===== src/rtl/tcm_pkg.sv =====
// Shared constants and state encoding for the TCM capture controller.
package tcm_pkg;

    localparam int unsigned TCM_DEPTH = 32;
    localparam int unsigned ADDR_W    = 5;
    localparam int unsigned LEN_W     = 6;

    typedef enum logic [1:0] {
        S_IDLE    = 2'd0,
        S_CAPTURE = 2'd1,
        S_DRAIN   = 2'd2,
        S_DONE    = 2'd3
    } tcm_state_t;

    // Zero or out-of-range lengths select a full-buffer frame.
    function automatic logic [LEN_W-1:0] eff_len(input logic [LEN_W-1:0] len);
        if (len == '0 || len > LEN_W'(TCM_DEPTH))
            return LEN_W'(TCM_DEPTH);
        return len;
    endfunction

endpackage


===== src/rtl/tcm_capture_ctrl_rd_arb.sv =====
// Two-way round-robin arbiter for the single BRAM read port, with address mux
// and one-cycle read-valid pipeline.
module tcm_rd_arb
    import tcm_pkg::*;
#(
    parameter int unsigned ADDR_W = tcm_pkg::ADDR_W
) (
    input  logic              clk,
    input  logic              rst,
    input  logic              en,
    input  logic [1:0]        req,
    input  logic [ADDR_W-1:0] addr0,
    input  logic [ADDR_W-1:0] addr1,
    output logic [1:0]        grant,
    output logic [1:0]        valid,
    output logic [ADDR_W-1:0] rd_addr
);

    logic last_served;

    always_comb begin
        grant = '0;
        if (en) begin
            case (req)
                2'b01:   grant = 2'b01;
                2'b10:   grant = 2'b10;
                2'b11:   grant = last_served ? 2'b01 : 2'b10;
                default: grant = '0;
            endcase
        end
    end

    assign rd_addr = grant[1] ? addr1 : addr0;

    always_ff @(posedge clk) begin
        if (rst) begin
            last_served <= 1'b1;
            valid       <= '0;
        end else begin
            valid <= grant;
            if (grant != '0)
                last_served <= grant[1];
        end
    end

endmodule


===== src/rtl/tcm_capture_ctrl.sv =====
// Capture sequencer for the 32-word TCM buffer: stream handshake, BRAM write
// addressing, frame termination and post-capture readback arbitration.
module tcm_capture_ctrl
    import tcm_pkg::*;
(
    input  logic              S_AXIS_ACLK,
    input  logic              S_AXIS_ARESET,
    input  logic              cfg_start,
    input  logic              cfg_abort,
    input  logic [LEN_W-1:0]  cfg_len,
    input  logic              S_AXIS_TVALID,
    input  logic              S_AXIS_TLAST,
    output logic              S_AXIS_TREADY,
    output logic              tcm_wr_en,
    output logic [ADDR_W-1:0] tcm_wr_addr,
    output logic [ADDR_W-1:0] tcm_rd_addr,
    input  logic [1:0]        rd_req,
    input  logic [ADDR_W-1:0] rd_addr0,
    input  logic [ADDR_W-1:0] rd_addr1,
    output logic [1:0]        rd_grant,
    output logic [1:0]        rd_valid,
    output logic              busy,
    output logic              done,
    output logic              overflow,
    output logic              short_frame,
    output logic [LEN_W-1:0]  word_count
);

    tcm_state_t        state, state_nxt;
    logic [ADDR_W-1:0] wr_ptr;
    logic [LEN_W-1:0]  count;
    logic [LEN_W-1:0]  len_q;
    logic              ovf_q, short_q;
    logic              hs, start_acc, last_word, rd_en;

    assign busy          = (state == S_CAPTURE) || (state == S_DRAIN);
    assign done          = (state == S_DONE);
    assign rd_en         = (state == S_IDLE) || (state == S_DONE);
    assign S_AXIS_TREADY = busy;
    assign hs            = S_AXIS_TVALID & S_AXIS_TREADY;
    assign tcm_wr_en     = hs & (state == S_CAPTURE);
    assign start_acc     = cfg_start & ~cfg_abort & rd_en;
    assign last_word     = ({1'b0, count} + 1'b1) == {1'b0, len_q};

    assign tcm_wr_addr = wr_ptr;
    assign word_count  = count;
    assign overflow    = ovf_q;
    assign short_frame = short_q;

    always_ff @(posedge S_AXIS_ACLK) begin
        if (S_AXIS_ARESET)
            state <= S_IDLE;
        else
            state <= state_nxt;
    end

    always_comb begin
        state_nxt = state;
        if (cfg_abort) begin
            state_nxt = S_IDLE;
        end else begin
            case (state)
                S_IDLE:    if (cfg_start) state_nxt = S_CAPTURE;
                S_CAPTURE: begin
                    if (hs) begin
                        if (last_word)
                            state_nxt = S_AXIS_TLAST ? S_DONE : S_DRAIN;
                        else if (S_AXIS_TLAST)
                            state_nxt = S_DONE;
                    end
                end
                S_DRAIN:   if (hs && S_AXIS_TLAST) state_nxt = S_DONE;
                S_DONE:    if (cfg_start) state_nxt = S_CAPTURE;
                default:   state_nxt = S_IDLE;
            endcase
        end
    end

    // A write coinciding with cfg_abort still lands and is counted.
    always_ff @(posedge S_AXIS_ACLK) begin
        if (S_AXIS_ARESET) begin
            wr_ptr  <= '0;
            count   <= '0;
            len_q   <= '0;
            ovf_q   <= 1'b0;
            short_q <= 1'b0;
        end else if (start_acc) begin
            wr_ptr  <= '0;
            count   <= '0;
            len_q   <= eff_len(cfg_len);
            ovf_q   <= 1'b0;
            short_q <= 1'b0;
        end else if (tcm_wr_en) begin
            wr_ptr <= wr_ptr + 1'b1;
            if (count != LEN_W'(TCM_DEPTH))
                count <= count + 1'b1;
            if (last_word && !S_AXIS_TLAST)
                ovf_q <= 1'b1;
            if (!last_word && S_AXIS_TLAST)
                short_q <= 1'b1;
        end
    end

    tcm_rd_arb #(
        .ADDR_W(ADDR_W)
    ) u_rd_arb (
        .clk     (S_AXIS_ACLK),
        .rst     (S_AXIS_ARESET),
        .en      (rd_en),
        .req     (rd_req),
        .addr0   (rd_addr0),
        .addr1   (rd_addr1),
        .grant   (rd_grant),
        .valid   (rd_valid),
        .rd_addr (tcm_rd_addr)
    );

endmodule


===== config.mk =====
export PLATFORM = sky130hd
export DESIGN_NAME = tcm_capture_ctrl
export DESIGN_NICKNAME = d
export VERILOG_FILES = /design/src/rtl/tcm_pkg.sv /design/src/rtl/tcm_capture_ctrl_rd_arb.sv /design/src/rtl/tcm_capture_ctrl.sv
export SDC_FILE = /design/constraint.sdc
export NUM_CORES = 1
export LEC_CHECK = 0
export CORE_MARGIN = 4
export CORE_UTILIZATION = 40
export DETAILED_ROUTE_END_ITERATION = 10
export GPL_ROUTABILITY_DRIVEN = 0
export GPL_TIMING_DRIVEN = 0
export PLACE_DENSITY = 0.74
export SYNTH_ARGS = -nofsm -noshare
export SYNTH_HDL_FRONTEND = slang
export SYNTH_SLANG_ARGS = --single-unit

===== constraint.sdc =====
create_clock -name S_AXIS_ACLK -period 4.79 [get_ports S_AXIS_ACLK]
set_clock_uncertainty 0.15 [all_clocks]
set_input_delay 0.958 -clock S_AXIS_ACLK [delete_from_list [all_inputs] [get_ports S_AXIS_ACLK]]
set_output_delay 0.958 -clock S_AXIS_ACLK [all_outputs]
set_load 0.005 [all_outputs]

* Word-level counts from Yosys, hierarchy flattened
Cells that the tools add are included.
** Word-level totals
- Register bits after elaboration :: 24
- Latch bits :: 0
- Bits in writable memories :: 0
- Bits in read-only memories :: 0
- Bits of input ports :: 24
- Word-level logic and storage cells :: 63
- Memories :: 0
** Cells by class
- $add $sub $neg :: 3
- Multiply operators :: 0
- Div/mod/pow operators :: 0
- $lt $le $gt $ge :: 1
- Eq/ne operators :: 12
- Shift operators :: 0
- Mux-type cells :: 16
- Bitwise operators :: 5
- Reductions and logical operators :: 18
** Operators with widths (number)
- 2-bit two-way mux :: 7
- 6-bit two-way mux :: 2
- 2-bit case mux with 3 select lines :: 2
- 2-bit equality test (second input constant) :: 4
- 6-bit by 1-bit adder with 7-bit output (second input constant) :: 1
- 7-bit by 6-bit equality test with 1-bit output :: 1
- 6-bit by 1-bit adder with 6-bit output (second input constant) :: 1
- 6-bit > comparator (second input constant) :: 1
- 6-bit zero test :: 1
- 6-bit != test (second input constant) :: 1
- 2-bit AND reduction :: 3
- 2-bit OR reduction :: 3
- 5-bit by 1-bit adder with 5-bit output (second input constant) :: 1
- 5-bit two-way mux :: 1
- 1-bit bitwise AND :: 4
- 2-bit by 1-bit equality test with 1-bit output (second input constant) :: 2
- 1-bit two-way mux :: 4
- 2-bit by 1-bit != test with 1-bit output (second input constant) :: 2
- 4-bit AND reduction :: 1
- 1-bit logical AND :: 3
- 1-bit logical OR :: 3
- 3-bit != test (second input constant) :: 1
- 1-bit zero test :: 2
- 2-bit zero test :: 1
- 3 further kinds :: 3

* Depth between registers and ports, before layout
- Word-level depth :: 6
- Depth in mapped cells :: 8
- Depth with buffers taken out :: 7

* Cells and area by module
Synthesis repeated with hierarchy kept, for this count alone.
** Unflattened totals
- Cell total of the unflattened synthesis :: 146
- Area total of the unflattened synthesis :: 1290.0 um2
** By module, submodules not included
- tcm_capture_ctrl :: instances 1, cells an instance 128, area each 1089.8 um2, seq. area each 420.4 um2
- tcm_rd_arb :: instances 1, cells an instance 18, area each 200.2 um2, seq. area each 60.1 um2

* Worst setup path before layout
No wires, ideal clock.
- Kind :: input-to-output
- Start point :: input rd_req[0]
- End point :: output tcm_rd_addr[0]
- Arrival :: 1.475 ns
- Data required time :: 3.682 ns
- Path slack :: 2.207 ns
- Stages :: 5
- Path buffers :: 0
- Cell sequence :: nand2_1 -> nand3_1 -> inv_1 -> nand2_1 -> nand2_1
** Between the ends
- Longest elaborated chain between the ends :: 4
** RTL lines
- start, declared :: line tcm_capture_ctrl.sv:17 : input logic [1:0] rd_req,
- 2-bit equality test / 2-bit by 1-bit equality test with 1-bit output (equally long branches) :: line tcm_capture_ctrl_rd_arb.sv:24 : case (req)
- 2-bit case mux with 3 select lines * :: line tcm_capture_ctrl_rd_arb.sv:24
- 2-bit two-way mux * :: line tcm_capture_ctrl_rd_arb.sv:23 : if (en) begin
- net rd_grant[1] :: line tcm_capture_ctrl.sv:20 : output logic [1:0] rd_grant,
- 5-bit two-way mux * :: line tcm_capture_ctrl_rd_arb.sv:33 : assign rd_addr = grant[1] ? addr1 : addr0;
- end, declared :: line tcm_capture_ctrl.sv:16 : output logic [ADDR_W-1:0] tcm_rd_addr,
Mark *: on every way through the listed nets, which the timed path passes. The rest lies on a longest branch.

* Worst setup path after layout
- Start point :: input rd_req[0]
- End point :: output tcm_rd_addr[1]
** Between the ends
- Longest elaborated chain between the ends :: 4
** RTL lines (line)
- 2-bit equality test / 2-bit by 1-bit equality test with 1-bit output (equally long branches) :: tcm_capture_ctrl_rd_arb.sv:24
- 2-bit case mux with 3 select lines * :: tcm_capture_ctrl_rd_arb.sv:24
- 2-bit two-way mux * :: tcm_capture_ctrl_rd_arb.sv:23
- 5-bit two-way mux * :: tcm_capture_ctrl_rd_arb.sv:33
Every way passes the cells marked *; elsewhere a longest branch is shown, timed or not.

==> flow_summary.json <==
{
  "outcome": "finished, final reports clean",
  "numClockSinks": 24,
  "p_total_mw": 0.412,
  "synthCells": 160,
  "area_delta_synth_final_pct": 43.9,
  "ant_nets": 0,
  "start_util_pct": 42.3,
  "clkLatencyLatePin_ns": 0.30,
  "drtIter0Drc": 28,
  "cts_hold_buffers": 0,
  "hold_viol": 0,
  "die_w_um": 65.0,
  "fillers": 295,
  "antenna_found_initial": 0,
  "fin_crit_sh_pct": 77.2,
  "drive_gt1_share_pct": 6.13,
  "core_um2": 3080,
  "arrival_ns": 2.59,
  "wl_mm": 3.13,
  "final.min_clock_period_ns": 3.70,
  "yosysSeqAreaShare_pct": 36.9,
  "p_leak_nw": 0.756,
  "async_reset_ff_share_pct": 0,
  "path_cells": "clkdlybuf4s50_1, nand2_1, nand3_1, inv_1, nand2_1, nand2_1, clkdlybuf4s50_1",
  "clk_pin_slew_ns": 0.13,
  "dpl.hpwl_mm": 2.66,
  "cap_viol_max_count": 0,
  "antenna_cells": 0,
  "slew_viol_final": 0,
  "routed_via_density": 4.92,
  "avgRoutedWirePerCell_um": 12.2,
  "dieArea_um2": 4230,
  "cts.repair.resized": 0,
  "port_buffers": 48,
  "drcViolationCount": 0,
  "rsz0062_at_grt": "no",
  "max_stage_delay_ns": 0.51,
  "max-slew-margin-rel_pct": 53.7,
  "std_cell_rows": 20,
  "synth_edf_count": 0,
  "crit_required_ns": 3.68,
  "hold_path.class": "flop to flop",
  "die_height_um": 65.0,
  "critPathCaptureType": "output pin",
  "cts_buffers": 3,
  "dr.pass1.iters": 4,
  "crit_slowest_cell": "clkdlybuf4s50_1",
  "io_pins": 50,
  "synth_area_per_cell_um2": 8.13,
  "fin_nets": 244,
  "worst_pin_slew_ns": 0.688,
  "yosys_warnings": 0,
  "max_freq_ghz": 0.270,
  "grt_overflow": 0,
  "postCtsSetupBuffers": 0,
  "syn-num-nets": 191,
  "cts_root_buf": "clkbuf_4",
  "syn_area_um2": 1300,
  "setup_viol": 0,
  "vias": 1259,
  "p_per_area_nw_per_um2": 220,
  "dp_slack_ns": 1.08,
  "crit_top_cell": "nand2_1",
  "worstSetupStartpointType": "input pin",
  "ys_types": 34,
  "grt_pass1_wl_mm": 5.31,
  "crit_path_max_fanout": 7,
  "grt_pass1_vias": 1235,
  "fin_setup_tns_ns": 0,
  "cts_tree": "yes",
  "grt.total_usage_pct": 15.5,
  "finalWorstSetupSlack_ns": 1.09,
  "grt_max_degree": 14,
  "stdcell_count": 256,
  "ys_ff_latch": 24,
  "ctsLongestPathBuffers": 2,
  "h-tree-depth": 1,
  "crit_type": "input pin to output pin",
  "irDropWorstVdd_mv": 0.0909,
  "synth_ff_type": "dfxtp_1",
  "dp_cells": 252
}
-- registers in the layout (all words and copies together) (netlist names) --
signal                flops
len_q                     6
overflow                  1
short_frame               1
state                     2
tcm_wr_addr               5
u_rd_arb.last_served      1
u_rd_arb.valid            2
word_count                6
-- metal layers --
layer / vias up / track usage [%] / wire length (µm) / share of wire [%]
met5: - / 0 / 0 / 0
met4: 0 / 4.66 / 30 / 0.96
met3: 4 / 2.60 / 119 / 3.8
met2: 29 / 30.1 / 1670 / 53
met1: 583 / 16.9 / 1310 / 42
li1: 643 / - / - / -
-- synth_stat cells (3+ instances only) --
cell type | instances | area [µm²]
nand2_1 | 26 | 97.6
dfxtp_1 | 24 | 480
nor2_1 | 24 | 90.1
inv_1 | 10 | 37.5
xor2_1 | 10 | 87.6
a21oi_1 | 7 | 35.0
ha_1 | 7 | 87.6
xnor2_1 | 7 | 61.3
a22o_1 | 5 | 43.8
nand3_1 | 5 | 25.0
buf_2 | 3 | 15.0
nor3_1 | 3 | 15.0
o21ai_0 | 3 | 15.0
-- placed cells by master (no fill, tap or decap) --
master and count:
nor3_1 3, clkbuf_8 1, a211oi_2 1, nor4_1 1
nand2_1 26, a2111oi_2 1, a31oi_1 1, nand3b_1 1
a2bb2oi_1 1, buf_2 3, inv_1 10, ha_1 7
o211ai_1 1, a21oi_1 7, o2111ai_2 1, dfxtp_1 24
a22o_2 1, xor2_1 10, o21ai_0 3, nand3_1 5
clkbuf_1 2, clkdlybuf4s50_1 48, nand4_1 2, a211oi_1 1
nor2_1 24, o311ai_0 2, o41ai_1 1, clkbuf_4 3
or2_2 1, xnor2_1 7, a22o_1 5, and3_1 2
nor2b_1 1, a211o_1 1, nand2b_1 1, mux2i_1 2
buf_4 1
-- path summary, 6_finish.rpt --
check	from	cells after the start	to	slack [ns]
max	rd_req[0]	7	tcm_rd_addr[1]	1.09
max reg2reg	state[0]	8	word_count[5]	2.45
min reg2reg	overflow	2	overflow	0.33
min	overflow	2	overflow	0.33
-- power breakdown --
group | total, mW | internal [mW] | switching (mW) | leakage (nW)
registers | 0.211 | 0.206 | 0.00511 | 0.195
clock network | 0.105 | 0.0463 | 0.0589 | 0.0210
logic | 0.0958 | 0.0542 | 0.0416 | 0.541
total | 0.412 | 0.306 | 0.106 | 0.756
-- area by class of cell --
type	instances	area [µm²]	share of cell area, %
multi-input cells	120	753	40.2
flip-flops and latches	24	480	25.7
repair buffers	48	480	25.7
well taps	44	55.1	2.94
inverters	10	37.5	2.00
clock buffers	4	36.3	1.94
plain buffers	6	30.0	1.60
-- kinds of logic (layout without fill, tap and decap cells) --
family                     after synthesis  in the layout  synth area share, %
AOI/OAI and AO/OA                       27             27                 16.2
xor gates and xnor gates                17             17                 11.4
adders and majority gates                7              7                 6.73
buffers and inverters                   16             68                 5.19
DFF                                     24             24                 36.9
muxes                                    2              2                 1.54
and+or+nand+nor                         67             67                 21.9
-- worst max-delay path, delay by kind of cell --
kind,cells,cell delay [ns]
buffers and inverters,3,1.17
and+or+nand+nor,4,0.47
-- per-stage QoR --
stage                     area [µm²]  hold WS [ns]  utilization [%]
after CTS                       1870         0.332             60.9
after global routing            1870         0.373             60.9
after detailed placement        1840         0.303             59.7
final                           1870         0.330             60.9
after global placement          1840         0.310             59.7
after floorplan                 1300         0.294                -
Power figures use the tool's default switching activity.
